===== src/rtl/wasd_move_controller.sv =====
// WASD cursor controller: PS/2 set-2 parser, held-key arbitration, autorepeat stepping and X/Y position.
// Optional macro WASD_POS_WRAP_EN: modulo position arithmetic instead of saturation.
module wasd_move_controller #(
    parameter int POS_W         = 4,
    parameter int CNT_W         = 16,
    parameter int REPEAT_DELAY  = 200,
    parameter int REPEAT_PERIOD = 50
) (
    input  logic             Clock,
    input  logic             Reset,
    input  logic [7:0]       iData,
    input  logic             iDataValid,
    output logic [POS_W-1:0] oPositionX,
    output logic [POS_W-1:0] oPositionY,
    output logic             oMoveStrobe,
    output logic [1:0]       oMoveDir,
    output logic [3:0]       oKeyHeld
);

    typedef enum logic [1:0] {P_IDLE, P_BREAK, P_EXT, P_EXT_BRK} pstate_t;
    typedef enum logic [1:0] {R_IDLE, R_DELAY, R_REPEAT} rstate_t;

    localparam logic [7:0]       CODE_W   = 8'h1D;
    localparam logic [7:0]       CODE_A   = 8'h1C;
    localparam logic [7:0]       CODE_S   = 8'h1B;
    localparam logic [7:0]       CODE_D   = 8'h23;
    localparam logic [7:0]       CODE_BRK = 8'hF0;
    localparam logic [7:0]       CODE_EXT = 8'hE0;
    localparam logic [CNT_W-1:0] DLY_LAST = CNT_W'(REPEAT_DELAY - 1);
    localparam logic [CNT_W-1:0] PER_LAST = CNT_W'(REPEAT_PERIOD - 1);
    localparam logic [POS_W-1:0] POS_MAX  = {POS_W{1'b1}};

    pstate_t          r_pstate, w_pstate_nxt;
    rstate_t          r_rstate, w_rstate_nxt;
    logic [CNT_W-1:0] r_timer, w_timer_nxt;
    logic [3:0]       r_held, w_held_nxt, w_remaining;
    logic [1:0]       r_active, w_active_nxt;
    logic [1:0]       r_dir, w_dir_nxt;
    logic             r_strobe, w_step;
    logic [POS_W-1:0] r_x, r_y, w_x_nxt, w_y_nxt;
    logic             w_is_wasd, w_make, w_brk, w_make_new, w_brk_held, w_brk_active, w_expire;
    logic [1:0]       w_key;

    function automatic logic [POS_W-1:0] pos_inc(input logic [POS_W-1:0] p);
`ifdef WASD_POS_WRAP_EN
        return p + 1'b1;
`else
        return (p == POS_MAX) ? p : p + 1'b1;
`endif
    endfunction

    function automatic logic [POS_W-1:0] pos_dec(input logic [POS_W-1:0] p);
`ifdef WASD_POS_WRAP_EN
        return p - 1'b1;
`else
        return (p == '0) ? p : p - 1'b1;
`endif
    endfunction

    // Fixed priority W > A > S > D among the keys still held.
    function automatic logic [1:0] prio_key(input logic [3:0] m);
        if (m[0])      return 2'd0;
        else if (m[1]) return 2'd1;
        else if (m[2]) return 2'd2;
        else           return 2'd3;
    endfunction

    always_comb begin
        w_is_wasd = 1'b1;
        w_key     = 2'd0;
        case (iData)
            CODE_W:  w_key = 2'd0;
            CODE_A:  w_key = 2'd1;
            CODE_S:  w_key = 2'd2;
            CODE_D:  w_key = 2'd3;
            default: w_is_wasd = 1'b0;
        endcase
    end

    assign w_make       = iDataValid && (r_pstate == P_IDLE) && w_is_wasd;
    assign w_brk        = iDataValid && (r_pstate == P_BREAK) && w_is_wasd;
    assign w_make_new   = w_make && !r_held[w_key];
    assign w_brk_held   = w_brk && r_held[w_key];
    assign w_brk_active = w_brk_held && (w_key == r_active);
    assign w_remaining  = r_held & ~(4'b0001 << w_key);
    assign w_expire     = ((r_rstate == R_DELAY) && (r_timer == DLY_LAST)) ||
                          ((r_rstate == R_REPEAT) && (r_timer == PER_LAST));

    always_comb begin
        w_pstate_nxt = r_pstate;
        if (iDataValid) begin
            case (r_pstate)
                P_IDLE: begin
                    if (iData == CODE_BRK)      w_pstate_nxt = P_BREAK;
                    else if (iData == CODE_EXT) w_pstate_nxt = P_EXT;
                end
                P_EXT:   w_pstate_nxt = (iData == CODE_BRK) ? P_EXT_BRK : P_IDLE;
                default: w_pstate_nxt = P_IDLE;
            endcase
        end
    end

    // A new make outranks a coinciding timer expiry; breaking the active key restarts the delay.
    always_comb begin
        w_held_nxt   = r_held;
        w_active_nxt = r_active;
        w_rstate_nxt = r_rstate;
        w_timer_nxt  = (r_rstate == R_IDLE) ? '0 : r_timer + 1'b1;
        w_step       = 1'b0;
        w_dir_nxt    = r_dir;
        if (w_make_new) begin
            w_held_nxt   = r_held | (4'b0001 << w_key);
            w_active_nxt = w_key;
            w_rstate_nxt = R_DELAY;
            w_timer_nxt  = '0;
            w_step       = 1'b1;
            w_dir_nxt    = w_key;
        end else if (w_brk_active) begin
            w_held_nxt  = w_remaining;
            w_timer_nxt = '0;
            if (w_remaining != 4'b0000) begin
                w_active_nxt = prio_key(w_remaining);
                w_rstate_nxt = R_DELAY;
            end else begin
                w_rstate_nxt = R_IDLE;
            end
        end else begin
            if (w_brk_held)
                w_held_nxt = w_remaining;
            if (w_expire) begin
                w_step       = 1'b1;
                w_dir_nxt    = r_active;
                w_rstate_nxt = R_REPEAT;
                w_timer_nxt  = '0;
            end
        end
    end

    always_comb begin
        w_x_nxt = r_x;
        w_y_nxt = r_y;
        if (w_step) begin
            case (w_dir_nxt)
                2'd0:    w_y_nxt = pos_inc(r_y);
                2'd1:    w_x_nxt = pos_dec(r_x);
                2'd2:    w_y_nxt = pos_dec(r_y);
                default: w_x_nxt = pos_inc(r_x);
            endcase
        end
    end

    always_ff @(posedge Clock) begin
        if (Reset) begin
            r_pstate <= P_IDLE;
            r_rstate <= R_IDLE;
            r_timer  <= '0;
            r_held   <= '0;
            r_active <= '0;
            r_dir    <= '0;
            r_strobe <= 1'b0;
            r_x      <= '0;
            r_y      <= '0;
        end else begin
            r_pstate <= w_pstate_nxt;
            r_rstate <= w_rstate_nxt;
            r_timer  <= w_timer_nxt;
            r_held   <= w_held_nxt;
            r_active <= w_active_nxt;
            r_dir    <= w_dir_nxt;
            r_strobe <= w_step;
            r_x      <= w_x_nxt;
            r_y      <= w_y_nxt;
        end
    end

    assign oPositionX  = r_x;
    assign oPositionY  = r_y;
    assign oMoveStrobe = r_strobe;
    assign oMoveDir    = r_dir;
    assign oKeyHeld    = r_held;

endmodule


===== config.mk =====
export PLATFORM = sky130hd
export DESIGN_NAME = wasd_move_controller
export DESIGN_NICKNAME = d
export VERILOG_FILES = /design/src/rtl/wasd_move_controller.sv
export SDC_FILE = /design/constraint.sdc
export NUM_CORES = 1
export LEC_CHECK = 0
export ABC_AREA = 1
export BUFFER_PORTS_ARGS = -buffer_cell sky130_fd_sc_hd__buf_4
export CAP_MARGIN = 10
export CELL_PAD_IN_SITES_DETAIL_PLACEMENT = 2
export CELL_PAD_IN_SITES_GLOBAL_PLACEMENT = 2
export CORE_MARGIN = 4
export CORE_UTILIZATION = 34
export CTS_BUF_LIST = sky130_fd_sc_hd__clkbuf_2
export DETAILED_ROUTE_END_ITERATION = 16
export PLACE_DENSITY = 0.84
export SLEW_MARGIN = 0
export SYNTH_ARGS = -nofsm -noshare
export SYNTH_HDL_FRONTEND = slang
export SYNTH_SLANG_ARGS = --single-unit

===== constraint.sdc =====
create_clock -name Clock -period 3.8 [get_ports Clock]
set_clock_uncertainty 0.05 [all_clocks]
set_input_delay 0.76 -clock Clock [delete_from_list [all_inputs] [get_ports Clock]]
set_output_delay 0.76 -clock Clock [all_outputs]
set_load 0.1 [all_outputs]

==> run_results.csv, run 1 <==
group,metric,value,unit
cells_and_area,area_growth,13.8,%
worst_setup_path,critical_path.startpoint_type,"primary input",
clocking,cts_sinks,37,
clocking,root_buffer,"clkbuf_2",
yosys,ys_ff_latch,37,
pwr,ir_drop,0.0692,mV
worst_setup_path,required,4.09,ns
sta,finalMaxSlewViolations,0,
clocking,cts_buffers,5,
sta,tns,0,ns
worst_hold_path,min_to,"r_timer[0]",
placement,hpwl,5890,um
worst_setup_path,critPathBufInv,6,
worst_hold_path,holdCritPathClass,"flip-flop to flip-flop",
routing,first_pass_iters,4,
sta,fin_crit,3.16,ns
worst_hold_path,holdPathStages,1,
clocking,clk_latency,0.41,ns
pwr,p_clk_share,29.9,%
routing,via_count,2391,
grt,grt_usage,17.7,%
clocking,cts.clk_slew.worst_paths,0.22,ns
placement,place_area,2760,um^2
pwr,p_int,455,uW
worst_setup_path,crit_family,"simple AND/OR/NAND/NOR gates",
worst_setup_path,crit_slowest_cell,"ha_1",
worst_setup_path,crit_type,"primary input to flip-flop",
worst_setup_path,cpMostUsedCell,"nand2_1",
sta,hold_viol_final,0,
clocking,cts_resized,0,
sta,finalCritPeriodShare,83.2,%
routing,final_antenna_net_count,0,
sta,rsz0062_at_grt,"false",
run_status,outcome,"finished, final reports clean",
grt,grt_pass1_vias,2587,
worst_setup_path,worst_r2r_path_depth,22,
yosys,synth.distinct_cells,36,
placement,place.gp.congestion,0.770,
floorplan,start_util,35.6,%
yosys,synth_cells,360,
cells_and_area,diodes,0,
floorplan,die_w,93.1,um
sta,relSlewSlack,53.8,%
routing,drc,0,
grt,grt_pass1_wl,12400,um
sta,finalSetupViolCount,0,
floorplan,row_count,30,
routing,drt_iter0_markers,42,
pwr,cellPowerDensity,228,nW/um^2
pwr,leakage,1.23,nW
yosys,avgSynthCellArea,6.84,um^2
cells_and_area,finalInstanceArea,2800,um^2
pwr,pwr-share-comb,8.4,%
clocking,tritoncts,"yes",
clocking,max-clock-path-buffers,2,
job,maxCapViolCount,0,
floorplan,die_h,93.1,um
cells_and_area,drive_gt1_share,19.2,%
sta,fmax,0.316,GHz
clocking,cts_hold_buf,0,
cells_and_area,layout_commonest_cell,"nand2_1",
worst_hold_path,hold_start,"r_timer[0]",
worst_setup_path,rr_endpoint,"oPositionY[3]",
pwr,swShare,28.9,%
placement,io_buffers,25,
grt,grt_max_degree,17,
yosys,synth_fp_nets,379,
floorplan,core-area,6910,um^2
clocking,post_cts_buffers,0,
worst_setup_path,crit_fanout,6,
pwr,pwr-share-seq,61.7,%
yosys,yosysSeqAreaShare,30.1,%
floorplan,io_pins,26,
worst_setup_path,crit_path_end_kind,"flip-flop",
sta,tightest_slew,0.691,ns
worst_setup_path,worstPathArrival,3.45,ns
worst_setup_path,r2r_start,"r_timer[0]",
routing,vias_per_cell,4.92,
clocking,htree_levels,2,
yosys,ys_warn_count,0,
routing,wirelength,7160,um
yosys,synthesis.area,2460,um^2
cells_and_area,finalNetCount,408,
worst_setup_path,critPathMaxStageDelay,0.32,ns
pwr,power_switching,185,uW
cells_and_area,layout_common_cells,"73 x nand2_1, 52 x inv_1, 46 x nor2_1, 37 x dfxtp_1, 25 x buf_4",
grt,antenna_found_initial,0,
routing,wl_per_cell,14.7,um
worst_setup_path,r2r_slack,0.75,ns
floorplan,die_area,8660,um^2
cells_and_area,fin_util,40.5,%
grt,gr-total-overflow,0,
[cell type report]
class,count,area [um^2]
Inverter,61,229
Clock inverter,3,17.5
Tap cell,96,120
Fill cell,884,4110
Clock buffer,5,25.0
Timing Repair Buffer,25,188
Sequential cell,37,741
Multi-Input combinational cell,259,1480
[cells in the mapped netlist]
cell type,instances,area [um^2]
nand2_1,73,274
inv_1,52,195
nor2_1,46,173
dfxtp_1,37,741
nand3_1,24,120
a21oi_1,16,80.1
nand4_1,11,68.8
nor3_1,11,55.1
o21ai_0,9,45.0
inv_2,8,30.0
nand2_2,8,50.1
ha_1,6,75.1
nand2_4,6,67.6
nor2_4,6,67.6
xor2_1,6,52.6
nand3_2,4,40.0
nor4_1,4,25.0
o21ai_1,4,20.0
a31oi_1,3,18.8
clkbuf_1,3,11.3
nor2_2,3,18.8
nor3b_1,3,22.5
fa_1,2,40.0
nor2_8,2,40.0
xnor2_1,2,17.5
a211oi_1,1,7.51
a21o_1,1,7.51
a21oi_2,1,8.76
a32oi_1,1,8.76
a41oi_1,1,8.76
clkinv_1,1,3.75
nand3_4,1,17.5
nand4_2,1,12.5
nor3b_4,1,18.8
nor4_2,1,12.5
or2_2,1,6.26
[layer usage]
metal | up-vias | wire, um | global-route usage (%)
met5 | - | 0 | 0
met4 | 0 | 58 | 3.30
met3 | 4 | 137 | 3.22
met2 | 24 | 3790 | 32.7
met1 | 1147 | 3170 | 21.4
li1 | 1216 | - | -
[power by group through the flow]
stage	combinational, mW	sequential, mW	clock [mW]
global route	0.0608	0.396	0.220
global placement	0.0525	0.402	0
CTS	0.0552	0.395	0.207
detailed placement	0.0550	0.402	0
floorplan	0.0315	0.405	0
finish	0.0537	0.395	0.191
[how the worst max path moves through the flow]
| stage | startpoint | endpoint | slack (ns) | depth (start not counted) |
|---|---|---|---|---|
| floorplan | iData[6] | oPositionY[3] | 0.70 | 23 |
| global placement | iData[4] | oPositionX[3] | 0.35 | 25 |
| detailed placement | iData[2] | oPositionY[3] | 0.17 | 26 |
| CTS | iData[2] | oPositionY[3] | 0.64 | 26 |
| global route | r_timer[0] | oPositionY[3] | 0.28 | 23 |
| finish | iData[2] | oPositionY[3] | 0.64 | 26 |
[worst reg2reg max path, stage by stage, from the launching register on]
cell,delay [ns]
dfxtp_1,0.43
ha_1,0.21
nand3_1,0.08
nor3_1,0.18
nand3_1,0.13
nand2_1,0.16
nand2_1,0.06
o21ai_0,0.07
nand2_1,0.09
nand2_1,0.12
nand2_1,0.10
nand2_4,0.11
nand2_1,0.11
inv_1,0.10
ha_1,0.27
nand2_1,0.09
nand2_1,0.04
a31oi_1,0.19
inv_1,0.07
nand2_1,0.07
nand2_1,0.06
a21oi_1,0.15
nor2_1,0.06
[per-stage QoR]
step	setup slack, ns	power (mW)	hold slack [ns]	instances
after global routing	0.279	0.677	0.481	486
after detailed placement	0.169	0.457	0.418	478
final	0.638	0.640	0.454	486
after global placement	0.349	0.455	0.399	478
after CTS	0.644	0.657	0.468	486
after floorplan	0.700	0.437	0.383	360
[cell families (layout without fill, tap and decap cells)]
family                     after synthesis  after routing  share of synthesized area, %
buffers and inverters                   64             94                          9.76
adders and majority gates                8              8                          4.68
DFF                                     37             37                          30.1
and+or+nand+nor                        206            206                          44.3
xor gates and xnor gates                 8              8                          2.85
AOI/OAI and AO/OA                       37             37                          8.34
Note: power is estimated with default switching activity, not from simulation.
==> inputs of run 2 (changes only) <==
--- a/config.mk
+++ b/config.mk
@@ -11,10 +11,10 @@
 export CELL_PAD_IN_SITES_DETAIL_PLACEMENT = 2
 export CELL_PAD_IN_SITES_GLOBAL_PLACEMENT = 2
 export CORE_MARGIN = 4
-export CORE_UTILIZATION = 34
+export CORE_UTILIZATION = 31
 export CTS_BUF_LIST = sky130_fd_sc_hd__clkbuf_2
 export DETAILED_ROUTE_END_ITERATION = 16
-export PLACE_DENSITY = 0.84
+export PLACE_DENSITY = 0.81
 export SLEW_MARGIN = 0
 export SYNTH_ARGS = -nofsm -noshare
 export SYNTH_HDL_FRONTEND = slang
==> constraint.sdc (replaced) <==
create_clock -name Clock -period 2.9 [get_ports Clock]
set_clock_uncertainty 0.05 [all_clocks]
set_input_delay 0.58 -clock Clock [delete_from_list [all_inputs] [get_ports Clock]]
set_output_delay 0.58 -clock Clock [all_outputs]
set_load 0.1 [all_outputs]
==> run 2 against run 1 <==
Net effect: sequential share of layout area is 4.1 points lower; register-to-register slack got worse by 0.72 ns; combinational power is 72% higher; utilization increased by 3.3 points; critical path depth down 3; die area is 8.8% higher; sequential power rose by 31%; flip-flop and latch count is the same; non-clock buffer count grew 40; critical path type is now flip-flop to flip-flop; largest cell class unchanged.
==> run_results.csv, run 2 (synthesized netlist as in run 1, its figures left out) <==
group,metric,value,unit
sta,finalCritPeriodShare,99.0,%
placement,place_area,3030,um^2
sta,finalMaxSlewViolations,0,
clocking,htree_levels,2,
pwr,p_clk_share,43.2,%
floorplan,die_w,97.1,um
routing,first_pass_iters,4,
sta,rsz0062_at_grt,"true",
floorplan,start_util,31.8,%
floorplan,row_count,32,
routing,drt_iter0_markers,109,
run_status,outcome,"finished, final reports clean",
pwr,power_switching,287,uW
worst_setup_path,rr_endpoint,"oPositionY[3]",
worst_setup_path,r2r_start,"r_timer[1]",
routing,wirelength,10000,um
pwr,cellPowerDensity,316,nW/um^2
placement,io_buffers,25,
clocking,max-clock-path-buffers,2,
routing,drc,0,
worst_setup_path,critPathBufInv,4,
worst_setup_path,crit_path_cell_trace,"inv_2 -> ha_4 -> nand3_2 -> nor3_2 -> nand3_2 -> nand2_4 -> nand2_1 -> nand2_1 -> inv_1 -> nand2_2 -> nand3_4 -> nand2_4 -> nand2_2 -> inv_2 -> ha_4 -> nand2_2 -> nand2_2 -> a31oi_4 -> inv_2 -> nand2_2 -> nand2_2 -> a21oi_1 -> nor2_2",
worst_setup_path,r2r_slack,0.03,ns
worst_setup_path,crit_end,"oPositionY[3]",
worst_setup_path,crit_slowest_cell,"dfxtp_4",
cells_and_area,finalInstanceArea,3390,um^2
sta,tightest_slew,0.475,ns
worst_setup_path,cpMostUsedCell,"nand2_2",
routing,via_count,2693,
cells_and_area,fin_util,43.8,%
job,maxCapViolCount,0,
worst_setup_path,worstPathArrival,3.23,ns
worst_setup_path,critical_path.startpoint_type,"flip-flop",
placement,dp_slack,-0.431,ns
routing,vias_per_cell,5.06,
clocking,clk_latency,0.46,ns
cells_and_area,area_growth,37.7,%
cells_and_area,finalNetCount,448,
cells_and_area,diodes,0,
pwr,ir_drop,0.165,mV
cells_and_area,drive_gt1_share,38.4,%
floorplan,die_h,97.1,um
clocking,cts_buffers,5,
worst_hold_path,holdCritPathClass,"primary input to flip-flop",
clocking,cts_hold_buf,0,
cells_and_area,layout_commonest_cell,"buf_4",
grt,grt_max_degree,14,
clocking,root_buffer,"clkbuf_2",
grt,antenna_found_initial,0,
cells_and_area,layout_common_cells,"65 x buf_4, 56 x nand2_1, 48 x inv_1, 43 x nor2_1, 29 x dfxtp_1",
worst_setup_path,critPathMaxStageDelay,0.41,ns
sta,fin_crit,2.87,ns
worst_setup_path,crit_cells,23,
worst_setup_path,crit_type,"flip-flop to flip-flop",
placement,place.gp.congestion,0.783,
grt,grt_pass1_vias,2942,
worst_setup_path,worst_r2r_path_depth,23,
pwr,power.total,1.07,mW
pwr,leakage,1.44,nW
clocking,cts_sinks,37,
sta,holdWs,0.326,ns
floorplan,die_area,9430,um^2
sta,worst_slack,0.0281,ns
floorplan,io_pins,26,
grt,grt_pass1_wl,14700,um
pwr,swShare,26.8,%
clocking,tritoncts,"yes",
worst_setup_path,required,3.26,ns
sta,finalSetupViolCount,0,
pwr,pwr-share-seq,48.2,%
worst_setup_path,crit_path_end_kind,"flip-flop",
pwr,pwr-share-comb,8.6,%
clocking,cts.clk_slew.worst_paths,0.28,ns
routing,wl_per_cell,18.8,um
cells_and_area,fill_cells,912,
placement,hpwl,6630,um
worst_setup_path,crit_fanout,4,
grt,gr-total-overflow,0,
pwr,p_int,784,uW
routing,final_antenna_net_count,0,
floorplan,core-area,7730,um^2
worst_setup_path,startpoint,"r_timer[1]",
sta,fmax,0.348,GHz
sta,relSlewSlack,68.1,%
grt,grt_usage,19.2,%
sta,hold_viol_final,0,
worst_setup_path,crit_family,"simple AND/OR/NAND/NOR gates",
==> run 2: changes by cell type in the layout (fill, tap and decap cells not counted), sizes merged <==
cell	delta
clkinv	-3
buf	+40
inv	+1
bufinv	+2
==> run 2: what timing repair did <==
item,in CTS,in global routing
gates resized for setup,7,49
buffers inserted,3,4
endpoints found under the setup margin,2,4
cloned,0,0
pin swaps,3,25
==> run 2: layout make-up <==
| cell class | instances | area, um^2 | area share (%) |
|---|---|---|---|
| Clock buffer | 5 | 25.0 | 0.739 |
| Multi-Input combinational cell | 259 | 1690 | 50.0 |
| Timing Repair Buffer | 65 | 488 | 14.4 |
| Inverter | 61 | 229 | 6.76 |
| Sequential cell | 37 | 756 | 22.3 |
| Tap cell | 102 | 128 | 3.77 |
| Clock inverter | 3 | 68.8 | 2.03 |
==> run 2: power groups by stage <==
stage	Sequential, mW	Combinational [mW]	Clock, mW
floorplan	0.531	0.0420	0
CTS	0.517	0.0870	0.463
finish	0.516	0.0924	0.463
global route	0.517	0.101	0.489
global placement	0.527	0.0815	0
detailed placement	0.527	0.0863	0
==> run 2: how the worst min path moves through the flow <==
| stage | start | end | cells after the start |
|---|---|---|---|
| after detailed placement | r_timer[0] | r_timer[0] | 1 |
| after global placement | r_timer[0] | r_timer[0] | 1 |
| after CTS | Reset | oMoveDir[0] | 2 |
| final | Reset | oMoveDir[0] | 2 |
| after global routing | Reset | oMoveDir[0] | 2 |
| after floorplan | r_timer[0] | r_timer[0] | 1 |
==> run 2: routing by layer <==
layer | vias up | share of wire (%) | global-route usage [%]
li1 | 1289 | - | -
met1 | 1345 | 41 | 21.3
met2 | 38 | 55 | 36.7
met3 | 21 | 1.9 | 2.94
met4 | 0 | 3.1 | 6.48
met5 | - | 0 | 0
==> run 2: stage by stage <==
step,cells,setup TNS [ns]
final,532,0
after CTS,528,0
after detailed placement,517,-1.27
after global placement,517,-0.409
after global routing,532,-0.534
after floorplan,360,0
==> inputs of run 3 (changes only) <==
--- a/config.mk
+++ b/config.mk
@@ -5,16 +5,15 @@
 export SDC_FILE = /design/constraint.sdc
 export NUM_CORES = 1
 export LEC_CHECK = 0
-export ABC_AREA = 1
 export BUFFER_PORTS_ARGS = -buffer_cell sky130_fd_sc_hd__buf_4
 export CAP_MARGIN = 10
 export CELL_PAD_IN_SITES_DETAIL_PLACEMENT = 2
 export CELL_PAD_IN_SITES_GLOBAL_PLACEMENT = 2
 export CORE_MARGIN = 4
-export CORE_UTILIZATION = 31
+export CORE_UTILIZATION = 33
 export CTS_BUF_LIST = sky130_fd_sc_hd__clkbuf_2
 export DETAILED_ROUTE_END_ITERATION = 16
-export PLACE_DENSITY = 0.81
+export PLACE_DENSITY = 0.8
 export SLEW_MARGIN = 0
 export SYNTH_ARGS = -nofsm -noshare
 export SYNTH_HDL_FRONTEND = slang
==> run 3 against run 2 <==
Net effect: the flow now stops in global routing (5_1_grt); synthesized cell count fell by 24%; area after synthesis fell by 7.1%.
==> run_results.csv, run 3 <==
group,metric,value,unit
yosys,ys_ff_latch,37,
yosys,synth_top_area_share,32.4,%
grt,grt_max_degree,25,
yosys,ys.flop_type,"dfxtp_1",
yosys,yosysSeqAreaShare,32.4,%
yosys,yosysMostFrequentCell,"dfxtp_1",
run_status,lastStage,"global routing (5_1_grt)",
clocking,htree_levels,2,
yosys,yosys.area.top_type,"dfxtp_1",
yosys,synth_edf_count,0,
yosys,avgSynthCellArea,8.32,um^2
yosys,synth_fp_nets,294,
floorplan,die_w,91.3,um
placement,hpwl,6750,um
clocking,max-clock-path-buffers,2,
floorplan,row_count,30,
clocking,cts_buffers,5,
yosys,yosys-top-cells-count,"37 x dfxtp_1, 36 x nor2_1, 25 x nand2_1",
grt,antenna_found_initial,1,
yosys,synth_area_leaders,"dfxtp_1 32%, nor2_1 5.9%, a21oi_1 5.0%, nand2_1 4.1%, xor2_1 3.4%",
placement,io_buffers,25,
placement,place.gp.congestion,0.776,
clocking,cts_sinks,37,
sta,crit_endpoint,"oPositionX[3]$_SDFFE_PP0P_/D",
clocking,root_buffer,"clkbuf_2",
yosys,synth_cells,275,
floorplan,io_pins,26,
yosys,synthArstFlopShare,0,%
run_status,outcome,"stopped before the end",
floorplan,die_h,91.3,um
yosys,synth.distinct_cells,66,
yosys,ys_warn_count,0,
run_status,error,"[ERROR DPL-0033] detailed placement checks failed during check placement.",
sta,endpoint_type,"sequential cell input",
floorplan,start_util,33.9,%
yosys,synthesis.area,2290,um^2
-- run 3: logic make-up after synthesis --
kind of cell	Yosys count	synth area share, %
AO/OA/AOI/OAI	61	19.1
XOR/XNOR	17	6.51
adder cells (fa/ha/maj)	8	5.03
buffers and inverters	15	3.39
flip-flops	37	32.4
multiplexers	3	1.48
AND/OR/NAND/NOR	134	32.1
-- run 3: repair_timing --
item / CTS
gates cloned: 1
buffers inserted: 23
setup endpoints to repair: 8
hold buffers: 0
pin swaps: 14
resized for setup: 46
-- run 3: through the flow --
stage,utilization [%],setup WS [ns],instances,instance area [um^2]
3_5_place_dp,46.3,-1.38,449,3130
4_1_cts,53.4,-0.846,480,3610
2_1_floorplan,-,-1.07,275,2310
3_3_place_gp,46.3,-1.17,449,3130
==> inputs of run 4 (changes only) <==
==> config.mk (replaced) <==
export PLATFORM = sky130hd
export DESIGN_NAME = wasd_move_controller
export DESIGN_NICKNAME = d
export VERILOG_FILES = /design/src/rtl/wasd_move_controller.sv
export SDC_FILE = /design/constraint.sdc
export NUM_CORES = 1
export LEC_CHECK = 0
export BUFFER_PORTS_ARGS = -buffer_cell sky130_fd_sc_hd__buf_4
export CAP_MARGIN = 10
export CORE_MARGIN = 4
export CORE_UTILIZATION = 30
export DETAILED_ROUTE_END_ITERATION = 16
export PLACE_DENSITY_LB_ADDON = 0.15
export SLEW_MARGIN = 0
export SYNTH_ARGS = -nofsm -noshare
export SYNTH_HDL_FRONTEND = slang
export SYNTH_SLANG_ARGS = --single-unit
==> constraint.sdc (replaced) <==
create_clock -name Clock -period 3.8 [get_ports Clock]
set_clock_uncertainty 0.05 [all_clocks]
set_input_delay 0.76 -clock Clock [delete_from_list [all_inputs] [get_ports Clock]]
set_output_delay 0.76 -clock Clock [all_outputs]
set_load 0.1 [all_outputs]
==> run 4 against run 3 <==
Net effect: the flow now finishes, with violations (negative setup slack); area after synthesis unchanged; synthesized cell count unchanged.
==> run_results.csv, run 4 <==
group,metric,value,unit
sta,finalMaxSlewViolations,0,
floorplan,start_util,31.2,%
yosys,yosys-top-cells-count,"37 x dfxtp_1, 36 x nor2_1, 25 x nand2_1",
worst_hold_path,holdCritPathClass,"flip-flop to flip-flop",
pwr,cellPowerDensity,255,nW/um^2
routing,wirelength,5890,um
yosys,synth_top_area_share,32.4,%
yosys,synth_area_leaders,"dfxtp_1 32%, nor2_1 5.9%, a21oi_1 5.0%, nand2_1 4.1%, xor2_1 3.4%",
placement,hpwl,4440,um
grt,grt_max_degree,25,
sta,tns,-0.307,ns
yosys,synth_top_family_by_area,"simple AND/OR/NAND/NOR gates",
yosys,synth_fp_nets,294,
worst_setup_path,crit_slowest_cell,"or4b_4",
floorplan,die_area,9080,um^2
worst_setup_path,critPathBufInv,2,
floorplan,io_pins,26,
cells_and_area,drive_gt1_share,31.4,%
sta,fin_crit,3.98,ns
worst_hold_path,min_to,"r_timer[0]",
clocking,root_buffer,"clkbuf_8",
sta,hold_viol_final,0,
clocking,cts_buffers,5,
clocking,clk_latency,0.29,ns
cells_and_area,area_growth,36.7,%
yosys,synth_compound_area_share,19.1,%
yosys,yosys.area.top_type,"dfxtp_1",
pwr,leakage,1.17,nW
routing,drc,0,
worst_setup_path,crit_path_end_kind,"flip-flop",
cells_and_area,layout_commonest_cell,"buf_4",
sta,worst_slack,-0.183,ns
routing,final_antenna_net_count,0,
yosys,synthesis.area,2290,um^2
yosys,ys_ff_latch,37,
worst_setup_path,r2r_slack,0.30,ns
yosys,yosysMostFrequentCell,"dfxtp_1",
clocking,cts_sinks,37,
yosys,avgSynthCellArea,8.32,um^2
yosys,synth_adder_area_share,5.03,%
routing,via_count,2223,
yosys,yosysSeqAreaShare,32.4,%
routing,vias_per_cell,4.95,
placement,place.gp.congestion,0.838,
cells_and_area,diodes,0,
cells_and_area,finalNetCount,368,
worst_hold_path,hold_start,"r_timer[0]",
worst_setup_path,worstPathArrival,4.16,ns
routing,first_pass_iters,4,
sta,tightest_slew,0.465,ns
job,maxCapViolCount,0,
yosys,synth.distinct_cells,66,
worst_setup_path,crit_fanout,4,
clocking,cts.clk_slew.worst_paths,0.08,ns
sta,finalSetupViolCount,2,
yosys,synth_cells,275,
placement,io_buffers,25,
sta,holdWs,0.423,ns
floorplan,row_count,31,
worst_setup_path,worst_r2r_path_depth,16,
run_status,violations,"negative setup slack",
routing,wl_per_cell,13.1,um
grt,gr-total-overflow,0,
pwr,ir_drop,0.204,mV
grt,antenna_found_initial,0,
cells_and_area,layout_common_cells,"69 x buf_4, 37 x dfxtp_1, 36 x nor2_1, 22 x nand2_1, 20 x a21oi_1",
yosys,yosys.area_share.xor_xnor,6.51,%
worst_setup_path,crit_type,"primary input to flip-flop",
worst_setup_path,critical_path.startpoint_type,"primary input",
worst_setup_path,required,3.98,ns
sta,finalCritPeriodShare,105,%
clocking,cts_hold_buf,0,
floorplan,core-area,7330,um^2
yosys,synth_edf_count,0,
grt,grt_pass1_wl,10300,um
worst_setup_path,crit_family,"simple AND/OR/NAND/NOR gates",
clocking,htree_levels,2,
clocking,max-clock-path-buffers,2,
clocking,tritoncts,"yes",
yosys,synthArstFlopShare,0,%
worst_setup_path,rr_endpoint,"oPositionX[3]",
worst_setup_path,critPathMaxStageDelay,0.55,ns
yosys,synth.area.mux_share,1.48,%
yosys,ys.flop_type,"dfxtp_1",
grt,grt_pass1_vias,2295,
run_status,outcome,"finished, violations left",
grt,grt_usage,14.3,%
floorplan,die_w,95.3,um
sta,fmax,0.251,GHz
routing,drt_iter0_markers,86,
yosys,synth-simple-area-share,32.1,%
sta,relSlewSlack,68.7,%
worst_setup_path,crit_path_cell_trace,"buf_6 -> or4b_4 -> or4_4 -> a211oi_2 -> nor3b_4 -> and2b_1 -> mux2i_2 -> and2_4 -> nand2_2 -> inv_2 -> ha_4 -> a21o_1 -> a21oi_2 -> nand3_2 -> a2111o_1 -> a21oi_1",
worst_hold_path,holdPathStages,1,
sta,rsz0062_at_grt,"true",
worst_setup_path,r2r_start,"r_timer[0]",
floorplan,die_h,95.3,um
yosys,ys_warn_count,0,
[run 4: cell counts after synthesis]
No cell type changed its count.
[run 4: routing by layer]
metal	share of wire, %	vias to the layer above	global-route usage, %
met5	0	-	0
met4	2.2	0	6.13
met3	3.3	14	2.92
met2	48	37	25.0
met1	46	1026	16.9
li1	-	1146	-
[run 4: kinds of logic (layout without fill, tap and decap cells)]
group           Yosys count  in the layout
compound gates           61             61
xor+xnor                 17             17
fa+ha+maj                 8              8
buf+inv                  15             90
flops                    37             37
mux                       3              3
simple gates            134            134
[run 4: timing repair]
| action | 4_1_cts | 5_1_grt |
|---|---|---|
| buffers inserted | 3 | 0 |
| resized for setup | 15 | 1 |
| pin swaps | 10 | 0 |
| setup endpoints to repair | 2 | 5 |
| cloned | 0 | 0 |
[run 4: layout make-up]
class / count / area, um^2
flip-flops and latches: 37 / 741
fillers: 742 / 4210
well taps: 99 / 124
clock inverters: 2 / 37.5
inverters: 9 / 33.8
clock buffers: 6 / 82.6
repair buffers: 73 / 563
multi-input cells: 223 / 1540
[run 4: how the worst max path moves through the flow]
| stage | startpoint | endpoint | slack (ns) | depth (start not counted) |
|---|---|---|---|---|
| after CTS | iData[7] | oPositionX[3] | -0.16 | 16 |
| after global placement | iData[7] | oPositionX[3] | -0.49 | 16 |
| after detailed placement | iData[7] | oPositionX[3] | -0.54 | 16 |
| after floorplan | iData[7] | oPositionX[3] | -0.37 | 17 |
| after global routing | iData[7] | oPositionX[3] | -0.41 | 16 |
| final | iData[7] | oPositionX[3] | -0.18 | 16 |
[run 4: report_power, final]
part	internal, mW	leakage, nW	total, mW	switching, mW
combinational	0.0227	0.815	0.0464	0.0238
clock	0.214	0.0574	0.364	0.150
sequential	0.388	0.298	0.388	0.000511
[run 4: per-stage QoR]
step                setup slack [ns]  utilization (%)  area (um^2)  instances  power, mW
global placement              -0.492             39.6         2900        438      0.442
floorplan                     -0.371                -         2300        275      0.415
CTS                           -0.159             42.5         3120        449      0.813
detailed placement            -0.544             39.6         2900        438      0.442
global route                  -0.407             42.6         3130        449      0.830
finish                        -0.183             42.6         3130        449      0.798
